**config.mk**
```make
export PLATFORM = sky130hd
export DESIGN_NAME = decode_issue
export DESIGN_NICKNAME = d
export VERILOG_FILES = /design/src/rtl/decode_issue.sv
export SDC_FILE = /design/constraint.sdc
export NUM_CORES = 1
export LEC_CHECK = 0
export CAP_MARGIN = 30
export CORE_ASPECT_RATIO = 2
export CORE_MARGIN = 2
export CORE_UTILIZATION = 45
export DETAILED_ROUTE_END_ITERATION = 16
export PLACE_DENSITY = 0.87
export SLEW_MARGIN = 20
export SYNTH_ARGS = -nofsm -noshare
export SYNTH_HDL_FRONTEND = slang
export SYNTH_SLANG_ARGS = --single-unit
export TNS_END_PERCENT = 20
```
**constraint.sdc**
```tcl
create_clock -name clock -period 5.96 [get_ports clock]
set_input_delay 1.192 -clock clock [delete_from_list [all_inputs] [get_ports clock]]
set_output_delay 1.192 -clock clock [all_outputs]
set_load 0.02 [all_outputs]
```
**src/rtl/decode_issue.sv**
```systemverilog
// Decode-to-execute issue stage: decodes the IF/ID instruction, captures operands
// and control into ID/EX, and inserts a one-cycle bubble on load-use hazards.
module decode_issue #(
   parameter int STALL_CNT_W = 16
) (
   input  logic                   clock,
   input  logic                   reset_n,
   input  logic                   if_valid,
   input  logic [31:0]            if_instr,
   input  logic [31:0]            if_pc_plus4,
   input  logic                   flush,
   output logic [4:0]             reg_rs_id,
   output logic [4:0]             reg_rt_id,
   input  logic [31:0]            reg_rs_value,
   input  logic [31:0]            reg_rt_value,
   output logic                   stall_out,
   output logic                   ex_valid,
   output logic [5:0]             ex_opcode,
   output logic [5:0]             ex_funct,
   output logic [4:0]             ex_shamt,
   output logic [4:0]             ex_rs_id,
   output logic [4:0]             ex_rt_id,
   output logic [31:0]            ex_rs_value,
   output logic [31:0]            ex_rt_value,
   output logic [31:0]            ex_imm_sext,
   output logic [31:0]            ex_pc_plus4,
   output logic                   ex_reg_write,
   output logic [4:0]             ex_write_id,
   output logic                   ex_mem_read,
   output logic [STALL_CNT_W-1:0] stall_count
);

   logic [5:0]  op;
   logic [5:0]  funct;
   logic [4:0]  rs;
   logic [4:0]  rt;
   logic [4:0]  rd;
   logic [4:0]  shamt;
   logic [31:0] imm_sext;

   assign op       = if_instr[31:26];
   assign rs       = if_instr[25:21];
   assign rt       = if_instr[20:16];
   assign rd       = if_instr[15:11];
   assign shamt    = if_instr[10:6];
   assign funct    = if_instr[5:0];
   assign imm_sext = {{16{if_instr[15]}}, if_instr[15:0]};

   assign reg_rs_id = rs;
   assign reg_rt_id = rt;

   logic [4:0] dec_write_id;
   logic       dec_reg_write;
   logic       dec_mem_read;
   logic       uses_rs;
   logic       uses_rt;

   always_comb begin
      dec_write_id  = 5'd0;
      dec_reg_write = 1'b0;
      dec_mem_read  = 1'b0;
      if (op == 6'h00) begin
         dec_write_id  = rd;
         dec_reg_write = (funct != 6'h08);
      end else if (op >= 6'h08 && op <= 6'h0F) begin
         dec_write_id  = rt;
         dec_reg_write = 1'b1;
      end else if (op == 6'h20 || op == 6'h21 || op == 6'h23 || op == 6'h24 || op == 6'h25) begin
         dec_write_id  = rt;
         dec_reg_write = 1'b1;
         dec_mem_read  = 1'b1;
      end else if (op == 6'h03) begin
         dec_write_id  = 5'd31;
         dec_reg_write = 1'b1;
      end
      // $0 is hardwired, so a write to it is never a real write
      if (dec_write_id == 5'd0) begin
         dec_reg_write = 1'b0;
      end
   end

   assign uses_rs = !(op == 6'h02 || op == 6'h03 || op == 6'h0F);
   assign uses_rt = (op == 6'h00 || op == 6'h04 || op == 6'h05 ||
                     op == 6'h28 || op == 6'h29 || op == 6'h2B);

   logic valid_reg;
   logic reg_write_reg;
   logic mem_read_reg;
   logic [4:0] write_id_reg;
   logic hazard;

   assign hazard = if_valid && valid_reg && mem_read_reg && (write_id_reg != 5'd0) &&
                   ((uses_rs && write_id_reg == rs) || (uses_rt && write_id_reg == rt));

   // A flushed instruction is discarded, so holding fetch for it is pointless
   assign stall_out = hazard && !flush;

   logic [5:0]  opcode_reg;
   logic [5:0]  funct_reg;
   logic [4:0]  shamt_reg;
   logic [4:0]  rs_id_reg;
   logic [4:0]  rt_id_reg;
   logic [31:0] rs_value_reg;
   logic [31:0] rt_value_reg;
   logic [31:0] imm_reg;
   logic [31:0] pc_plus4_reg;
   logic [STALL_CNT_W-1:0] stall_cnt_reg;

   always_ff @(posedge clock or negedge reset_n) begin
      if (!reset_n) begin
         valid_reg     <= 1'b0;
         reg_write_reg <= 1'b0;
         mem_read_reg  <= 1'b0;
         write_id_reg  <= 5'd0;
         opcode_reg    <= 6'd0;
         funct_reg     <= 6'd0;
         shamt_reg     <= 5'd0;
         rs_id_reg     <= 5'd0;
         rt_id_reg     <= 5'd0;
         rs_value_reg  <= 32'd0;
         rt_value_reg  <= 32'd0;
         imm_reg       <= 32'd0;
         pc_plus4_reg  <= 32'd0;
      end else if (flush || hazard) begin
         valid_reg     <= 1'b0;
         reg_write_reg <= 1'b0;
         mem_read_reg  <= 1'b0;
      end else begin
         valid_reg     <= if_valid;
         reg_write_reg <= dec_reg_write;
         mem_read_reg  <= dec_mem_read;
         write_id_reg  <= dec_write_id;
         opcode_reg    <= op;
         funct_reg     <= funct;
         shamt_reg     <= shamt;
         rs_id_reg     <= rs;
         rt_id_reg     <= rt;
         rs_value_reg  <= reg_rs_value;
         rt_value_reg  <= reg_rt_value;
         imm_reg       <= imm_sext;
         pc_plus4_reg  <= if_pc_plus4;
      end
   end

   always_ff @(posedge clock or negedge reset_n) begin
      if (!reset_n) begin
         stall_cnt_reg <= '0;
      end else if (stall_out && stall_cnt_reg != {STALL_CNT_W{1'b1}}) begin
         stall_cnt_reg <= stall_cnt_reg + 1'b1;
      end
   end

   assign ex_valid     = valid_reg;
   assign ex_reg_write = reg_write_reg;
   assign ex_mem_read  = mem_read_reg;
   assign ex_write_id  = write_id_reg;
   assign ex_opcode    = opcode_reg;
   assign ex_funct     = funct_reg;
   assign ex_shamt     = shamt_reg;
   assign ex_rs_id     = rs_id_reg;
   assign ex_rt_id     = rt_id_reg;
   assign ex_rs_value  = rs_value_reg;
   assign ex_rt_value  = rt_value_reg;
   assign ex_imm_sext  = imm_reg;
   assign ex_pc_plus4  = pc_plus4_reg;
   assign stall_count  = stall_cnt_reg;

endmodule

```
==> metrics.md <==
| Metric | Value |
|---|---|
| Outcome | finished, final reports clean |
| Vias in the first global route | 5364 |
| RSZ-0062 raised after global routing | no |
| Final setup vio count | 0 |
| Setup repair bufs after CTS | 0 |
| Synth Cell Area | 0.00683 sq mm |
| PD cells | 289 mW/mm^2 |
| CTS Root Cell | clkbuf_16 |
| Sequential share of the synthesized area | 0.557 |
| Sw power | 0.818 mW |
| Clk pin slew, worst setup/hold paths | 0.06 ns |
| Ys async rst share | 1.00 |
| EDFF count, synth | 0 |
| Die Wd | 91.1 microns |
| Pin count of the biggest net entering global routing | 93 |
| Launching point of the worst reg2reg path | ex_write_id[1] |
| Slack of the critical path | 1.09 ns |
| Main synth FF type | dfrtp_1 |
| Critical Path RT | 4.77 ns |
| Leakage | 4.49 nW |
| Clk sinks | 152 |
| Hold/Removal Path Class | reg2reg |
| Total Power | 3.02 mW |
| Sequential share of power | 0.394 |
| Clock period minus worst slack | 4.87 ns |
| Final WL | 20800 microns |
| TritonCTS Buffers | 17 |
| Layout Nets | 884 |
| Multi-input logic area | 0.00250 sq mm |
| TritonCTS clock tree | built |
| Share of layout cells above drive strength 1 | 0.215 |
| Die height | 178 microns |
| Clock Skew | 0.00748 ns |
| DRC errors left | 0 |
| Num rows | 63 |
| Avg Cell Area, Syn | 14.8 sq um |
| Max FO, Critical Path | 5 |
| DRT iter0 DRCs | 287 |
| First-pass GRT wire length | 31200 microns |
| Register area | 0.00380 sq mm |
| Max-slew headroom | 0.445 |
| CTS Hold Buffers Added | 0 |
| Crit start category | input port |
| Fillers | 1018 |
| Pins Over Slew Limit | 0 |
| Crit path capture type | primary output |
| Comb power frac | 0.230 |
| Initial antenna violation count | 2 |
| Setup WS pre-CTS | 1.21 ns |
| Area grow syn2layout | 53.1% |
| H-tree lvl count | 4 |
| Sw Share | 0.271 |
| GPL Wtd Cong | 0.854 |
| CTS-repair resized insts | 0 |
| Clock share of power | 0.376 |
| Hpwl dp | 15700 microns |
| Part of the cycle the worst path needs | 0.818 |
| Synth Warn # | 0 |
| Synth Instances | 461 |
| Setup CP Type | in2out |
| CP arrival | 3.68 ns |
| Clock tree buffer depth | 2 |
| Net Count, Synth | 594 |
| Hold Crit Start | ex_pc_plus4[22] |
| Vias post-DR | 4955 |
| Fmax | 0.205 GHz |
| Gr ovfl total | 0 |
| Drt first pass iters | 4 |
| Clock latency at the later pin of the worst-skew pair | 0.42 ns |
| Routed Antenna Nets | 0 |
| IO Pins | 322 |
| Yosys cell types | 46 |
| Total track usage | 0.257 |
| Via/cell ratio | 5.16 |
| Least-Margin Pin Slew | 0.832 ns |
| Avg WL per Cell | 21.7 microns |
| Final hold violation count | 0 |
| Die area | 0.0162 sq mm |
| FF+latch count, synth | 152 |
| # port buffers | 321 |
| Critical path startpoint | if_instr[19] |
| Core ar. | 0.0148 sq mm |
| Initial core utilization | 0.461 |
| Internal Power | 2.20 mW |
| Maxcap violations | 0 |
| Worst vdd ir | 206 uV |
| Setup TNS Final | 0 ns |
cells by family after synthesis:
| kind of cell | Yosys count | synth area share |
|---|---|---|
| AOI/OAI and AO/OA | 28 | 0.0291 |
| xor gates and xnor gates | 25 | 0.0321 |
| adders and majority gates | 1 | 0.00183 |
| buffers and inverters | 59 | 0.0780 |
| DFF | 152 | 0.557 |
| muxes | 129 | 0.251 |
| and+or+nand+nor | 67 | 0.0508 |
power groups by stage:
| stage | sequential (mW) | combinational, mW | clock (mW) |
|---|---|---|---|
| after floorplan | 1.31 | 0.233 | 0 |
| after global placement | 1.20 | 0.680 | 0 |
| after detailed placement | 1.21 | 0.693 | 0 |
| after CTS | 1.19 | 0.700 | 1.15 |
| after global routing | 1.20 | 0.725 | 1.19 |
| final | 1.19 | 0.693 | 1.14 |
layer usage:
layer	up-vias	share of wire	track usage	wire length, microns
li1	2169	-	-	-
met1	2511	0.35	0.275	7320
met2	228	0.55	0.462	11600
met3	47	0.054	0.0621	1120
met4	0	0.040	0.135	832
met5	-	0	0	0
final timing paths:
path | slack (ns) | depth (start not counted) | to
min in group asynchronous | 0.82 | 1 | ex_reg_write
worst max-delay path | 1.09 | 6 | stall_out
worst max register to register | 2.55 | 6 | ex_rs_value[31]
worst min-delay path | 0.50 | 1 | ex_pc_plus4[22]
worst min register to register | 0.50 | 1 | ex_pc_plus4[22]
max in group asynchronous | 3.78 | 2 | stall_count[1]
area by class of cell:
| class | instances | share of cell area |
|---|---|---|
| antenna | 2 | 0.000479 |
| clock buffer | 20 | 0.0446 |
| clock inverter | 12 | 0.0158 |
| inverter | 4 | 0.00144 |
| multi-input combinational | 250 | 0.239 |
| sequential | 152 | 0.364 |
| tap | 195 | 0.0233 |
| timing repair buffer | 326 | 0.311 |
per-stage QoR:
stage	cells	instance area, sq um	hold slack (ns)	utilization
4_1_cts	959	10400	0.494	0.705
2_1_floorplan	461	6830	0.594	-
3_3_place_gp	927	9820	0.474	0.662
3_5_place_dp	927	9820	0.480	0.662
5_1_grt	961	10500	0.518	0.705
6_report	961	10500	0.498	0.705
cell usage after synthesis (2+ instances only):
master	instances	area share
nand3_1	8	0.0059
xnor2_1	9	0.012
o21ai_0	6	0.0044
o211ai_1	2	0.0022
or4_1	3	0.0033
mux2_2	52	0.086
nor2b_1	3	0.0027
nand4_1	4	0.0037
inv_1	4	0.0022
a211oi_1	2	0.0022
buf_12	8	0.023
dfrtp_1	152	0.56
nor2_1	13	0.0071
nand2_1	14	0.0077
and3_1	4	0.0037
mux2_1	7	0.012
buf_4	43	0.047
a31oi_1	4	0.0037
nor3_1	5	0.0037
a21oi_1	2	0.0015
xor2_1	16	0.021
mux2_4	70	0.15
nor4_1	7	0.0064
cells in the final DEF, fill, tap and decap left out, types with 3 or more instances in the layout:
master	Yosys	routed
nand4_1	4	4
or4_1	3	3
inv_1	4	4
bufinv_16	0	3
nand3_1	8	8
and3_1	4	4
clkinv_4	0	4
xor2_1	16	16
clkinvlp_4	0	3
a31oi_1	4	4
nor2_1	13	13
dfrtp_1	152	152
clkdlybuf4s50_1	0	320
nor4_1	7	7
buf_4	43	5
nor3_1	5	5
mux2_1	7	7
nor2b_1	3	3
mux2_4	70	70
clkbuf_16	0	17
clkbuf_8	0	3
o21ai_0	6	6
nand2_1	14	14
xnor2_1	9	9
mux2_2	52	52
state kept, by name, indices dropped and copies added, names as in the netlist, 6 cells and up:
register     cells
stall_count     16
ex_imm_sext      7
ex_rs_value     32
ex_pc_plus4     32
ex_opcode        6
ex_rt_value     32
worst max-delay path, cell delays in order:
cell and delay, ns:
clkdlybuf4s50_1 0.56, xor2_1 0.23, nor4_1 0.49, o211ai_1 0.22
a211oi_1 0.29, clkdlybuf4s50_1 0.68
(Power assumes the default switching activity.)
